File: config.mk
export PLATFORM = sky130hd
export DESIGN_NAME = fu_op_sequencer
export DESIGN_NICKNAME = d
export VERILOG_FILES = /design/src/rtl/fu_op_sequencer.sv
export SDC_FILE = /design/constraint.sdc
export NUM_CORES = 1
export LEC_CHECK = 0
export CAP_MARGIN = 20
export CELL_PAD_IN_SITES_DETAIL_PLACEMENT = 0
export CELL_PAD_IN_SITES_GLOBAL_PLACEMENT = 1
export CORE_MARGIN = 1
export CORE_UTILIZATION = 46
export CTS_CLUSTER_DIAMETER = 150
export CTS_CLUSTER_SIZE = 30
export DETAILED_ROUTE_END_ITERATION = 16
export PLACE_DENSITY = 0.95
export SETUP_SLACK_MARGIN = 0.3
export SLEW_MARGIN = 20
export SYNTH_ARGS = -nofsm -noshare
export SYNTH_HDL_FRONTEND = slang
export SYNTH_SLANG_ARGS = --single-unit
export TNS_END_PERCENT = 10
File: constraint.sdc
create_clock -name clk -period 5.1 [get_ports clk]
set_input_delay 0.51 -clock clk [delete_from_list [all_inputs] [get_ports clk]]
set_output_delay 0.51 -clock clk [all_outputs]
set_load 0.01 [all_outputs]
File: src/rtl/fu_op_sequencer.sv
// fu_op_sequencer: command FIFO + operand register file in front of the 8-bit
// functional unit. Issues one command at a time (IDLE -> ISSUE -> WB), captures
// the unit's combinational result and writes it back to A/B/C.
// Optional build macro FU_SEQ_ZFLAG_EN adds res_zero and a saturating zero_cnt.
module fu_op_sequencer #(
  parameter int DEPTH = 4,
  parameter int PTR_W = 2
) (
  input  logic       clk,
  input  logic       rst,
  input  logic       ld_en,
  input  logic [1:0] ld_addr,
  input  logic [7:0] ld_data,
  output logic       ld_ready,
  input  logic       cmd_valid,
  output logic       cmd_ready,
  input  logic [2:0] cmd_opcode,
  input  logic [2:0] cmd_select,
  input  logic [1:0] cmd_dest,
  output logic [7:0] fu_instruction,
  output logic [7:0] fu_a,
  output logic [7:0] fu_b,
  output logic [7:0] fu_c,
  output logic [2:0] fu_select,
  input  logic [7:0] fu_f,
  output logic       res_valid,
  output logic [7:0] res_data,
  output logic [1:0] res_dest,
  output logic       busy
`ifdef FU_SEQ_ZFLAG_EN
  ,
  output logic       res_zero,
  output logic [7:0] zero_cnt
`endif
);

  typedef enum logic [1:0] {S_IDLE, S_ISSUE, S_WB} state_t;

  typedef struct packed {
    logic [2:0] op;
    logic [2:0] sel;
    logic [1:0] dest;
  } cmd_t;

  localparam logic [PTR_W:0] FULL_CNT = (PTR_W+1)'(DEPTH);

  state_t           state;
  cmd_t             mem [DEPTH];
  cmd_t             head;
  logic [PTR_W-1:0] wr_ptr, rd_ptr;
  logic [PTR_W:0]   count;
  logic [1:0]       iss_dest;
  logic [7:0]       reg_a, reg_b, reg_c;
  logic             push, pop;

  assign head      = mem[rd_ptr];
  assign cmd_ready = (count != FULL_CNT);
  assign push      = cmd_valid & cmd_ready;
  // Pops happen only from IDLE or WB, so a popped command always gets a full ISSUE cycle.
  assign pop       = ((state == S_IDLE) || (state == S_WB)) && (count != '0);
  assign ld_ready  = (state == S_IDLE) && (count == '0);
  assign busy      = (state != S_IDLE) || (count != '0);
  assign fu_a      = reg_a;
  assign fu_b      = reg_b;
  assign fu_c      = reg_c;

  // Command storage; contents need no reset since pointers/count gate every read.
  always_ff @(posedge clk) begin
    if (push) mem[wr_ptr] <= '{op: cmd_opcode, sel: cmd_select, dest: cmd_dest};
  end

  // FIFO pointers and occupancy; pointers wrap naturally since DEPTH == 2**PTR_W.
  always_ff @(posedge clk or posedge rst) begin
    if (rst) begin
      wr_ptr <= '0;
      rd_ptr <= '0;
      count  <= '0;
    end else begin
      if (push) wr_ptr <= wr_ptr + PTR_W'(1);
      if (pop)  rd_ptr <= rd_ptr + PTR_W'(1);
      case ({push, pop})
        2'b10:   count <= count + 1'b1;
        2'b01:   count <= count - 1'b1;
        default: count <= count;
      endcase
    end
  end

  // Issue FSM with registered outputs, result capture and the operand registers.
  // Loads need ld_ready (IDLE), writeback only happens leaving ISSUE, so they never collide.
  always_ff @(posedge clk or posedge rst) begin
    if (rst) begin
      state          <= S_IDLE;
      fu_instruction <= 8'h00;
      fu_select      <= 3'd0;
      iss_dest       <= 2'd0;
      res_valid      <= 1'b0;
      res_data       <= 8'h00;
      res_dest       <= 2'd0;
      reg_a          <= 8'h00;
      reg_b          <= 8'h00;
      reg_c          <= 8'h00;
    end else begin
      res_valid      <= 1'b0;
      fu_instruction <= 8'h00;
      case (state)
        S_IDLE, S_WB: begin
          if (pop) begin
            state          <= S_ISSUE;
            fu_instruction <= 8'h01 << head.op;
            fu_select      <= head.sel;
            iss_dest       <= head.dest;
          end else begin
            state <= S_IDLE;
          end
        end
        S_ISSUE: begin
          state     <= S_WB;
          res_valid <= 1'b1;
          res_data  <= fu_f;
          res_dest  <= iss_dest;
          case (iss_dest)
            2'd0:    reg_a <= fu_f;
            2'd1:    reg_b <= fu_f;
            2'd2:    reg_c <= fu_f;
            default: ;
          endcase
        end
        default: state <= S_IDLE;
      endcase
      if (ld_en && ld_ready) begin
        case (ld_addr)
          2'd0:    reg_a <= ld_data;
          2'd1:    reg_b <= ld_data;
          2'd2:    reg_c <= ld_data;
          default: ;
        endcase
      end
    end
  end

`ifdef FU_SEQ_ZFLAG_EN
  // Zero flag captured alongside res_data; zero_cnt saturates at 8'hFF.
  always_ff @(posedge clk or posedge rst) begin
    if (rst) begin
      res_zero <= 1'b0;
      zero_cnt <= 8'h00;
    end else if (state == S_ISSUE) begin
      res_zero <= (fu_f == 8'h00);
      if ((fu_f == 8'h00) && (zero_cnt != 8'hFF)) zero_cnt <= zero_cnt + 8'h01;
    end
  end
`endif

endmodule

==> results of run 1 <==
-- final timing paths --
| check | to | cells after the start | slack, ps | startpoint |
|---|---|---|---|---|
| setup / recovery | ld_ready | 3 | 2460 | count[0]$_DFFE_PP0P_ |
| hold / removal | res_data[0]$_DFFE_PP0N_ | 1 | 510 | res_data[0]$_DFFE_PP0N_ |
| setup reg to reg | count[2]$_DFFE_PP0P_ | 9 | 2780 | count[0]$_DFFE_PP0P_ |
| hold reg to reg | res_data[0]$_DFFE_PP0N_ | 1 | 510 | res_data[0]$_DFFE_PP0N_ |
| max in group asynchronous | wr_ptr[0]$_DFFE_PP0P_ | 3 | 3950 | rst |
| min in group asynchronous | fu_instruction[0]$_DFF_PP0_ | 3 | 680 | rst |
-- cells in the final DEF, fill, tap and decap left out, drive strengths merged, types with 4 or more instances in the layout --
cell / n
edfxtp: 32
nor2: 12
clkdlybuf4s50: 78
clkbuf: 10
and3: 4
mux2: 64
ha: 5
inv: 13
mux4: 8
dfrtp: 57
-- cells by family after synthesis --
family | count (synthesis) | synth area share (%)
flip-flops | 89 | 62.1
multiplexers | 73 | 24.3
AND/OR/NAND/NOR | 37 | 7.81
buffers and inverters | 17 | 2.31
XOR/XNOR | 6 | 1.37
adder cells (fa/ha/maj) | 6 | 2.15
-- through the flow --
| stage | utilization [%] | cell area (sq um) |
|---|---|---|
| floorplan | - | 3840 |
| detailed placement | 59.8 | 4710 |
| CTS | 62.8 | 4960 |
| finish | 62.8 | 4960 |
| global route | 62.8 | 4960 |
| global placement | 59.8 | 4710 |
-- final cells by class --
type,count,area (sq um)
fill,622,2930
clock buffer,10,128
multi-input combinational,122,1370
tap,102,128
inverter,11,41.3
timing repair buffer,79,788
sequential,89,2390
clock inverter,6,115
-- worst reg2reg max path: cells and delay by family (launching register included) --
family                     cells  cell delay, ps
adders and majority gates      2             550
buffers and inverters          2             110
and+or+nand+nor                3             850
DFF                            1             450
xor gates and xnor gates       2             300
-- power by group --
group	switching, uW	internal (uW)	total [uW]	leakage, uW
logic	498	726	1220	0.000907
clock network	244	329	574	0.000117
registers	185	1020	1210	0.000982
total	927	2080	3010	0.00201
-- registers in the layout, summed over array words and instances, names as in the netlist --
signal	flops
fu_a	8
count	3
rd_ptr	2
res_data	8
fu_select	3
wr_ptr	2
fu_instruction	8
res_valid	1
iss_dest	2
res_dest	2
state	2
fu_b	8
mem	32
fu_c	8
-- routing by layer --
| layer | track usage, % | up-vias | part of all wire (%) |
|---|---|---|---|
| met4 | 8.21 | 0 | 1.8 |
| li1 | - | 1012 | - |
| met5 | 0 | - | 0 |
| met1 | 22.5 | 1051 | 43 |
| met3 | 3.33 | 8 | 4.7 |
| met2 | 30.9 | 62 | 50 |
==> out/results.ini, run 1 <==
[logic_synthesis]
avgSynthCellArea_sq_um=16.9
yosysTopAreaCellShare_pct=37.1
synth_edf_count=32
synthCells=228
synth_seq_cells=89
synth.cell_area_sq_um=3840
synth_top_cell_by_area=dfrtp_1
synth_most_common_cell=dfrtp_1
synthFlopType=dfrtp_1
yosysWarnings=0
synthTopCellsByCount=dfrtp_1 (57), mux2_1 (33), edfxtp_1 (32)
synth.top_cells.by_area=dfrtp_1 (37%), edfxtp_1 (25%), mux2_1 (9.7%)
ys_async_sr_fraction_pct=64.0
yosysSeqAreaShare_pct=62.1
syn_nets=264
synth.distinct_cells=33

[route]
drtPass1Iterations=4
drt_iter0_drc=77
drc=0
wl_per_cell_microns=17.0
ant_nets=0
wl_mm=7.13
viasPerCell=5.09
dr_total_vias=2133

[critical_path]
critPathSlowestCell=clkdlybuf4s50_1
arrival_ps=2130
startpoint_type=register
path_class=register to output pin
crit_fanout=5
required_ps=4590
path_delay_family=simple AND/OR/NAND/NOR gates
crit_path_cell_trace=or3_1 -> nor3_1 -> clkdlybuf4s50_1
crit_path_end_kind=output pin
slowest_delay_ps=600
path_buf_inv=1

[timing]
fin_crit_ps=2640
whs_ps=512
fin_crit_sh_pct=51.8
tns_ps=0
finalHoldViolCount=0
worst_pin_slew_ps=711
worst_slack_ps=2460
fmax_ghz=0.378
timing.slew.headroom_pct=52.6
slew_violations=0
setup_viol=0
rsz0062_at_grt=no
finClkSkew_ps=7.53

[die]
die_x_microns=93.4
die_h_microns=93.4
initial_core_util_pct=48.7
core_sq_um=7890
io_pins=79
die_area_sq_um=8730
rows=32

[global_routing]
grt_pass1_vias=2244
antenna_found_initial=0
grt_overflow=0
grt_max_degree=58
grt_first_pass_wirelength_mm=11.6
gr-usage-all-layers_pct=18.1

[cells_and_area]
finalNonFillerCells=419
final_nets=348
antenna_cells=0
synthToLayoutAreaGrowth_pct=28.9
drive_above_1_share_pct=18.9

[clock_tree]
clk_latency_ps=350
cts_resized=0
cts.clk_slew.worst_paths_ps=80
cts_buffer_depth=2
cts_root_buf=clkbuf_8
cts_tree=built
hold_buffers=0
cts.sinks=89
cts_setup_buffers=0
cts_buffers=9
htree_levels=3

[run_status]
status=completed

[place]
dp_hpwl_mm=5.07
place_congestion=0.690
placed_cells=403
io_buffer_count=78
place_ws_ps=2800

[power_and_ir_drop]
powerDensity_nw_per_um2=606
total_power_uw=3010
vdd_drop_max_uv=221
power_leakage_uw=0.00201

[job]
drv_cap=0

[worst_hold_path]
hp-class=register to register

Note: power is estimated with default switching activity, not from simulation.
==> run 2: changes to the inputs <==
- CORE_UTILIZATION: 46 -> 38
- PLACE_DENSITY: 0.95 -> 0.85
- clock period: 5.1 -> 2.3 ns (I/O delays scaled with it)
==> out/results.ini, run 2 (synthesized netlist as in run 1, its figures left out) <==
[critical_path]
crit_fanout=3
critPathSlowestCell=dfrtp_2
r2r_slack_ps=250
path_class=register to output pin
crit_top_cell=buf_4
crit_path_cell_trace=or3_4 -> nor3_4 -> buf_4 -> buf_4 -> clkdlybuf4s15_1
startpoint_type=register
required_ps=2070
arrival_ps=1830
slowest_delay_ps=420
crit_path_end_kind=output pin

[clock_tree]
htree_levels=3
cts.clk_slew.worst_paths_ps=90
cts.sinks=89
hold_buffers=0
cts_root_buf=clkbuf_8
cts_buffers=9
cts_buffer_depth=2
cts_tree=built
clk_latency_ps=360

[cells_and_area]
final_nets=359
drive_above_1_share_pct=24.4
antenna_cells=0
regMostFlops=mem
largest_reg_flops=32
mostFrequentLayoutCells=clkdlybuf4s50_1 (75), dfrtp_1 (55), mux2_1 (33)
synthToLayoutAreaGrowth_pct=31.8
final_common_cell=clkdlybuf4s50_1
n_fill_cell=837

[route]
ant_nets=0
viasPerCell=4.76
drc=0
wl_mm=7.38
drtPass1Iterations=4
drt_iter0_drc=87
wl_per_cell_microns=16.0
dr_total_vias=2193

[timing]
fin_crit_sh_pct=89.5
tns_ps=0
fin_crit_ps=2060
worst_slack_ps=242
slew_violations=0
rsz0062_at_grt=yes
setup_viol=0
fmax_ghz=0.486
worst_pin_slew_ps=640
finClkSkew_ps=5.24
finalHoldViolCount=0
timing.slew.headroom_pct=57.3

[place]
dp_hpwl_mm=5.32
place_ws_ps=171
place_congestion=0.772
io_buffer_count=78

[die]
core_sq_um=9770
die_x_microns=103
io_pins=79
rows=36
initial_core_util_pct=39.3
die_h_microns=103
die_area_sq_um=10500

[worst_hold_path]
hp-class=primary input to async pin

[power_and_ir_drop]
total_power_uw=6570
power_leakage_uw=0.00204
powerDensity_nw_per_um2=1300
vdd_drop_max_uv=396

[run_status]
status=completed

[global_routing]
grt_overflow=0
grt_max_degree=27
grt_first_pass_wirelength_mm=11.1
antenna_found_initial=0
grt_pass1_vias=2175
gr-usage-all-layers_pct=14.5

[job]
drv_cap=0

[run 2: power breakdown]
part	switching [uW]	leakage (uW)	internal, uW
Clock	559	0.0000903	430
Combinational	1180	0.000972	1740
Sequential	387	0.000980	2270
[run 2: cell type report]
cell class	count	area, sq um	area share (%)
clock buffer	11	141	2.79
clock inverter	5	38.8	0.765
inverter	11	43.8	0.864
multi-input combinational	122	1400	27.7
sequential	89	2390	47.2
tap	133	166	3.28
timing repair buffer	90	885	17.5
[run 2: stage by stage]
stage          utilization, %  cell area, sq um  std cells  hold slack [ps]
2_1_floorplan               -              3860        228              329
3_3_place_gp             49.2              4810        438              488
3_5_place_dp             49.2              4810        438              494
4_1_cts                  51.5              5040        458              206
5_1_grt                  51.8              5070        461              238
6_report                 51.8              5070        461              204
[run 2: what timing repair did]
action                                  CTS  global route
buffers inserted                          4             3
endpoints found under the hold margin     0             0
gates resized for setup                   6             4
pin swaps                                 1             4
endpoints found under the setup margin    5            10
[run 2: routing by layer]
layer	wire [microns]	global-route usage, %	vias to the layer above
met5	0	0	-
met4	184	7.25	0
met3	282	3.32	14
met2	3810	24.3	42
met1	3110	17.7	1104
li1	-	-	1033
[run 2: critical path, delay by kind of cell (launching register included)]
| kind | cells | cell delay [ps] |
|---|---|---|
| buffers and inverters | 3 | 430 |
| AND/OR/NAND/NOR | 2 | 610 |
| flip-flops | 1 | 420 |
[run 2: worst paths after layout]
path / startpoint / endpoint / cells past startpoint
setup / recovery: count[0]$_DFFE_PP0P_ / ld_ready / 5
hold / removal: rst / fu_instruction[0]$_DFF_PP0_ / 2
setup reg to reg: count[0]$_DFFE_PP0P_ / count[2]$_DFFE_PP0P_ / 9
hold reg to reg: res_dest[1]$_DFFE_PP0N_ / res_dest[1]$_DFFE_PP0N_ / 1
max in group asynchronous: rst / fu_b[4]$_DFF_PP0_ / 3
min in group clk: cmd_opcode[1] / mem[2][6]$_DFFE_PP_ / 1
==> run 3: changes to the inputs <==
- TNS_END_PERCENT: 10 -> not set
==> out/results.ini, run 3 (synthesized netlist as in run 1, its figures left out) <==
[route]
ant_nets=0
drtPass1Iterations=4
wl_per_cell_microns=16.0
drt_iter0_drc=84
wl_mm=7.39
dr_total_vias=2196
viasPerCell=4.76
drc=0

[cells_and_area]
mostFrequentLayoutCells=clkdlybuf4s50_1 (75), dfrtp_1 (55), mux2_1 (33)
final_nets=359
drive_above_1_share_pct=24.7
largest_reg_flops=32
antenna_cells=0
final_common_cell=clkdlybuf4s50_1
regMostFlops=mem
synthToLayoutAreaGrowth_pct=31.7

[critical_path]
crit_path_end_kind=register
reg2reg_from=count[0]$_DFFE_PP0P_
arrival_ps=2340
crit_fanout=4
r2r_slack_ps=250
required_ps=2580
startpoint_type=register
path_class=register to register
cp-startpoint=count[0]$_DFFE_PP0P_

[die]
io_pins=79
rows=36
die_h_microns=103
core_sq_um=9770
die_area_sq_um=10500
die_x_microns=103
initial_core_util_pct=39.3

[clock_tree]
cts_buffers=9
htree_levels=3
cts.clk_slew.worst_paths_ps=90
cts_tree=built
cts_root_buf=clkbuf_8
clk_latency_ps=360
cts_buffer_depth=2
hold_buffers=0
cts.sinks=89

[global_routing]
grt_busiest_layer=met2
antenna_found_initial=0
grt_pass1_vias=2177
grt_max_degree=27
gr-usage-all-layers_pct=14.6
grt_use_met2_pct=24.4
grt_first_pass_wirelength_mm=11.1
grt_use_met3_pct=3.32
grt_use_met1_pct=17.8
grt_overflow=0

[power_and_ir_drop]
powerDensity_nw_per_um2=1300
vdd_drop_max_uv=396
power_leakage_uw=0.00204

[timing]
setup_viol=0
slew_violations=0
whs_ps=202
worst_pin_slew_ps=640
fmax_ghz=0.487
tns_ps=0
timing.slew.headroom_pct=57.4
fin_crit_sh_pct=89.3
finClkSkew_ps=5.25
finalHoldViolCount=0
rsz0062_at_grt=yes
fin_crit_ps=2050

[run_status]
status=completed

[place]
io_buffer_count=78
dp_hpwl_mm=5.32
place_congestion=0.772

[worst_hold_path]
hp-class=primary input to async pin

[job]
drv_cap=0

run 3: cell count changes in the layout (fill, tap and decap cells not counted), sizes merged:
| cell | before | now |
|---|---|---|
| clkbuf | 11 | 12 |
| clkdlybuf4s15 | 1 | 0 |
run 3: layout make-up:
cell class | count | area, sq um
flip-flops and latches | 89 | 2390
fillers | 836 | 4710
multi-input cells | 122 | 1400
repair buffers | 90 | 880
well taps | 133 | 166
inverters | 11 | 43.8
clock buffers | 11 | 141
clock inverters | 5 | 38.8
run 3: per-stage QoR:
| step | util (%) | instance area, sq um | total power (uW) | instances | setup slack, ps |
|---|---|---|---|---|---|
| after CTS | 51.6 | 5050 | 6640 | 459 | 177 |
| after floorplan | - | 3860 | 4320 | 228 | 254 |
| final | 51.8 | 5060 | 6570 | 461 | 247 |
| after detailed placement | 49.2 | 4810 | 5570 | 438 | 171 |
| after global routing | 51.8 | 5060 | 6980 | 461 | 190 |
| after global placement | 49.2 | 4810 | 5460 | 438 | 236 |
run 3: critical path, stage by stage (launching register included):
cell     delay (ps)
dfrtp_2         420
or3b_4          420
and2_4          180
inv_4            60
ha_4            130
inv_2            30
fa_2            320
xor2_1          150
nor2_1          110
xor2_1          150
run 3: routing by layer:
layer	part of all wire, %	vias to the layer above
met5	0	-
met2	51	40
met3	3.7	14
met1	42	1111
met4	2.5	0
li1	-	1031
run 3: repair_timing:
item / in CTS / in global routing
pin swaps: 1 / 5
gates cloned: 0 / 0
setup buffers: 5 / 2
resized for setup: 7 / 4
endpoints found under the hold margin: 0 / 0
setup endpoints to repair: 5 / 10
run 3: final timing paths:
kind | end | cells after the start
worst min register to register | res_dest[1]$_DFFE_PP0N_ | 1
worst max register to register | count[2]$_DFFE_PP0P_ | 9
min in group clk | mem[2][6]$_DFFE_PP_ | 1
worst max-delay path | count[2]$_DFFE_PP0P_ | 9
max in group asynchronous | fu_b[4]$_DFF_PP0_ | 3
worst min-delay path | fu_instruction[0]$_DFF_PP0_ | 2
run 3: report_power, final:
| part | internal (uW) | switching, uW |
|---|---|---|
| logic | 1730 | 1180 |
| clock network | 430 | 561 |
| registers | 2270 | 385 |
==> patch: new RTL, settings of run 3 <==
`PTR_W`: 2 -> 3. Comments in the files are not updated.
--- a/src/rtl/fu_op_sequencer.sv
+++ b/src/rtl/fu_op_sequencer.sv
@@ -6,3 +6,3 @@
   parameter int DEPTH = 4,
-  parameter int PTR_W = 2
+  parameter int PTR_W = 3
 ) (
Check against the original RTL: same outputs for any inputs over 10 cycles, from zero or initial values and one cycle with rst high; that may be too few to reach the edited logic, so the function may still have changed.
==> patch against run 3 <==
Critical path type unchanged; highest routed layer unchanged; area after synthesis grew 1.0%; critical path depth shrank 3; via count grew 6.6%; routed wire length grew 8.3%; hold slack gained 0.11 ns; total power grew 7.2%; cell area grew 3.0%; setup slack lost 0.18 ns; utilization grew 1.3 points; largest power group unchanged; sequential cell count is the same.
==> patch: results (changes against run 3) <==
Power and ir drop
  • Sw frac: 32.3% (was 32.4%)
  • VDD IR max: 0.000486 V (was 0.000396 V)
  • LEAKAGE: 2.02 nW (was 2.04 nW)
  • Share of power burned in registers: 38.2% (was 40.4%)
  • Combinational power share: 47.1% (was 44.5%)

Placed design
  • GP Congestion: 0.792 (was 0.772)
  • Area post-placement: 4930 um2 (was 4810 um2)
  • Placed cells: 452 (was 438)
  • Dpl hpwl: 5650 um (was 5320 um)
  • Pre-CTS setup slack: -0.0562 ns (was 0.171 ns)

Final layout
  • Share of layout cells above drive strength 1: 37.1% (was 24.7%)
  • Layout clock area frac: 3.55% (was 3.56%)
  • Data buffer area share: 17.4% (about the same)
  • Non-clock buffer count: 93 (was 90)
  • Final net count: 372 (was 359)
  • CLK BUF: 10 (was 11)
  • Layout fillers: 865 (was 836)
  • Fraction of area in multi-input gates: 29.5% (was 27.7%)
  • Multi-input gates: 135 (was 122)
  • Inverter count: 7 (was 11)
  • Area growth from synthesis to layout: 34.2% (was 31.7%)

Synthesis
  • Post-synthesis cell type count: 39 (was 33)
  • Top post-synthesis cells by area: dfrtp_1 (37%), edfxtp_1 (25%), mux2_2 (19%) (was dfrtp_1 (37%), edfxtp_1 (25%), mux2_1 (9.7%))
  • Post-Syn Nets: 279 (was 264)
  • Seq/Total Area, Yosys: 61.5% (was 62.1%)
  • Synthesized area per cell: 16.0 um2 (was 16.9 um2)
  • Post-synth top cells: mux2_2 (65), dfrtp_1 (57), edfxtp_1 (32), nor2_1 (12), mux4_2 (8) (was dfrtp_1 (57), mux2_1 (33), edfxtp_1 (32), mux2_2 (31), inv_1 (11))

Worst setup path
  • Slowest Stage Delay on Critical Path: 0.59 ns (was 0.42 ns)
  • CP max-delay cell: or4b_4 (was dfrtp_2)
  • Maximum net fanout on the critical path: 6 (was 4)

Timing
  • Worst Clk Skew: 0.0145 ns (was 0.00525 ns)
  • Slew at the pin with the worst max-slew slack: 0.703 ns (was 0.640 ns)

Global routing
  • First-pass GRT wire length: 12500 um (was 11100 um)
  • Vias in the first global route: 2388 (was 2177)
  • Overall Global Routing Usage: 16.3% (was 14.6%)
  • Largest net degree at the start of global routing: 31 (was 27)

Die
  • Die Area: 10600 um2 (was 10500 um2)

Clock network
  • Root Buffer: clkbuf_8 (unchanged)

Outcome
  • Outcome: finished clean (unchanged)

Route
  • Vias: 2342 (was 2196)
  • 1st-iter DRT viols: 99 (was 84)
[patch: cell types whose count changed in the layout (fill, tap and decap cells not counted), sizes merged, moves of 2 or more]
cell	run 3	this run
buf	12	17
inv	13	8
nand3b	0	3
and4bb	2	0
ha	5	7
nor4bb	0	2
or4	0	2
or4b	0	2
[patch: worst paths after layout]
| path | startpoint | to | slack (ns) | cells past startpoint |
|---|---|---|---|---|
| max | count[1]$_DFFE_PP0P_ | count[3]$_DFFE_PP0P_ | 0.06 | 6 |
| min | rst | fu_instruction[0]$_DFF_PP0_ | 0.31 | 2 |
| max reg2reg | count[1]$_DFFE_PP0P_ | count[3]$_DFFE_PP0P_ | 0.06 | 6 |
| min reg2reg | res_data[5]$_DFFE_PP0P_ | res_data[5]$_DFFE_PP0P_ | 0.51 | 1 |
| max in group asynchronous | rst | fu_a[6]$_DFF_PP0_ | 1.39 | 3 |
| min in group clk | cmd_opcode[2] | mem[0][7]$_DFFE_PP_ | 0.51 | 1 |
[patch: cell families (layout without fill, tap and decap cells)]
logic type                 Yosys count  after routing  synth area share (%)
AOI/OAI and AO/OA                    6              6                  1.19
muxes                               74             74                  23.7
and+or+nand+nor                     42             42                  7.96
buffers and inverters               18            116                  2.03
xor gates and xnor gates             6              6                  1.35
adders and majority gates            7              7                  2.26
DFF                                 89             89                  61.5
[patch: timing repair]
action / CTS / global route
buffers inserted: 3 / 2
gates resized for setup: 16 / 10
gates cloned: 0 / 0
setup endpoints to repair: 6 / 27
pin swaps: 2 / 1
[patch: per-layer routing]
| layer | GRT usage, % | up-vias | wire length [um] |
|---|---|---|---|
| met5 | 0 | - | 0 |
| met4 | 6.50 | 0 | 158 |
| met3 | 3.25 | 15 | 439 |
| met2 | 27.5 | 69 | 4150 |
| met1 | 20.5 | 1176 | 3250 |
| li1 | - | 1082 | - |
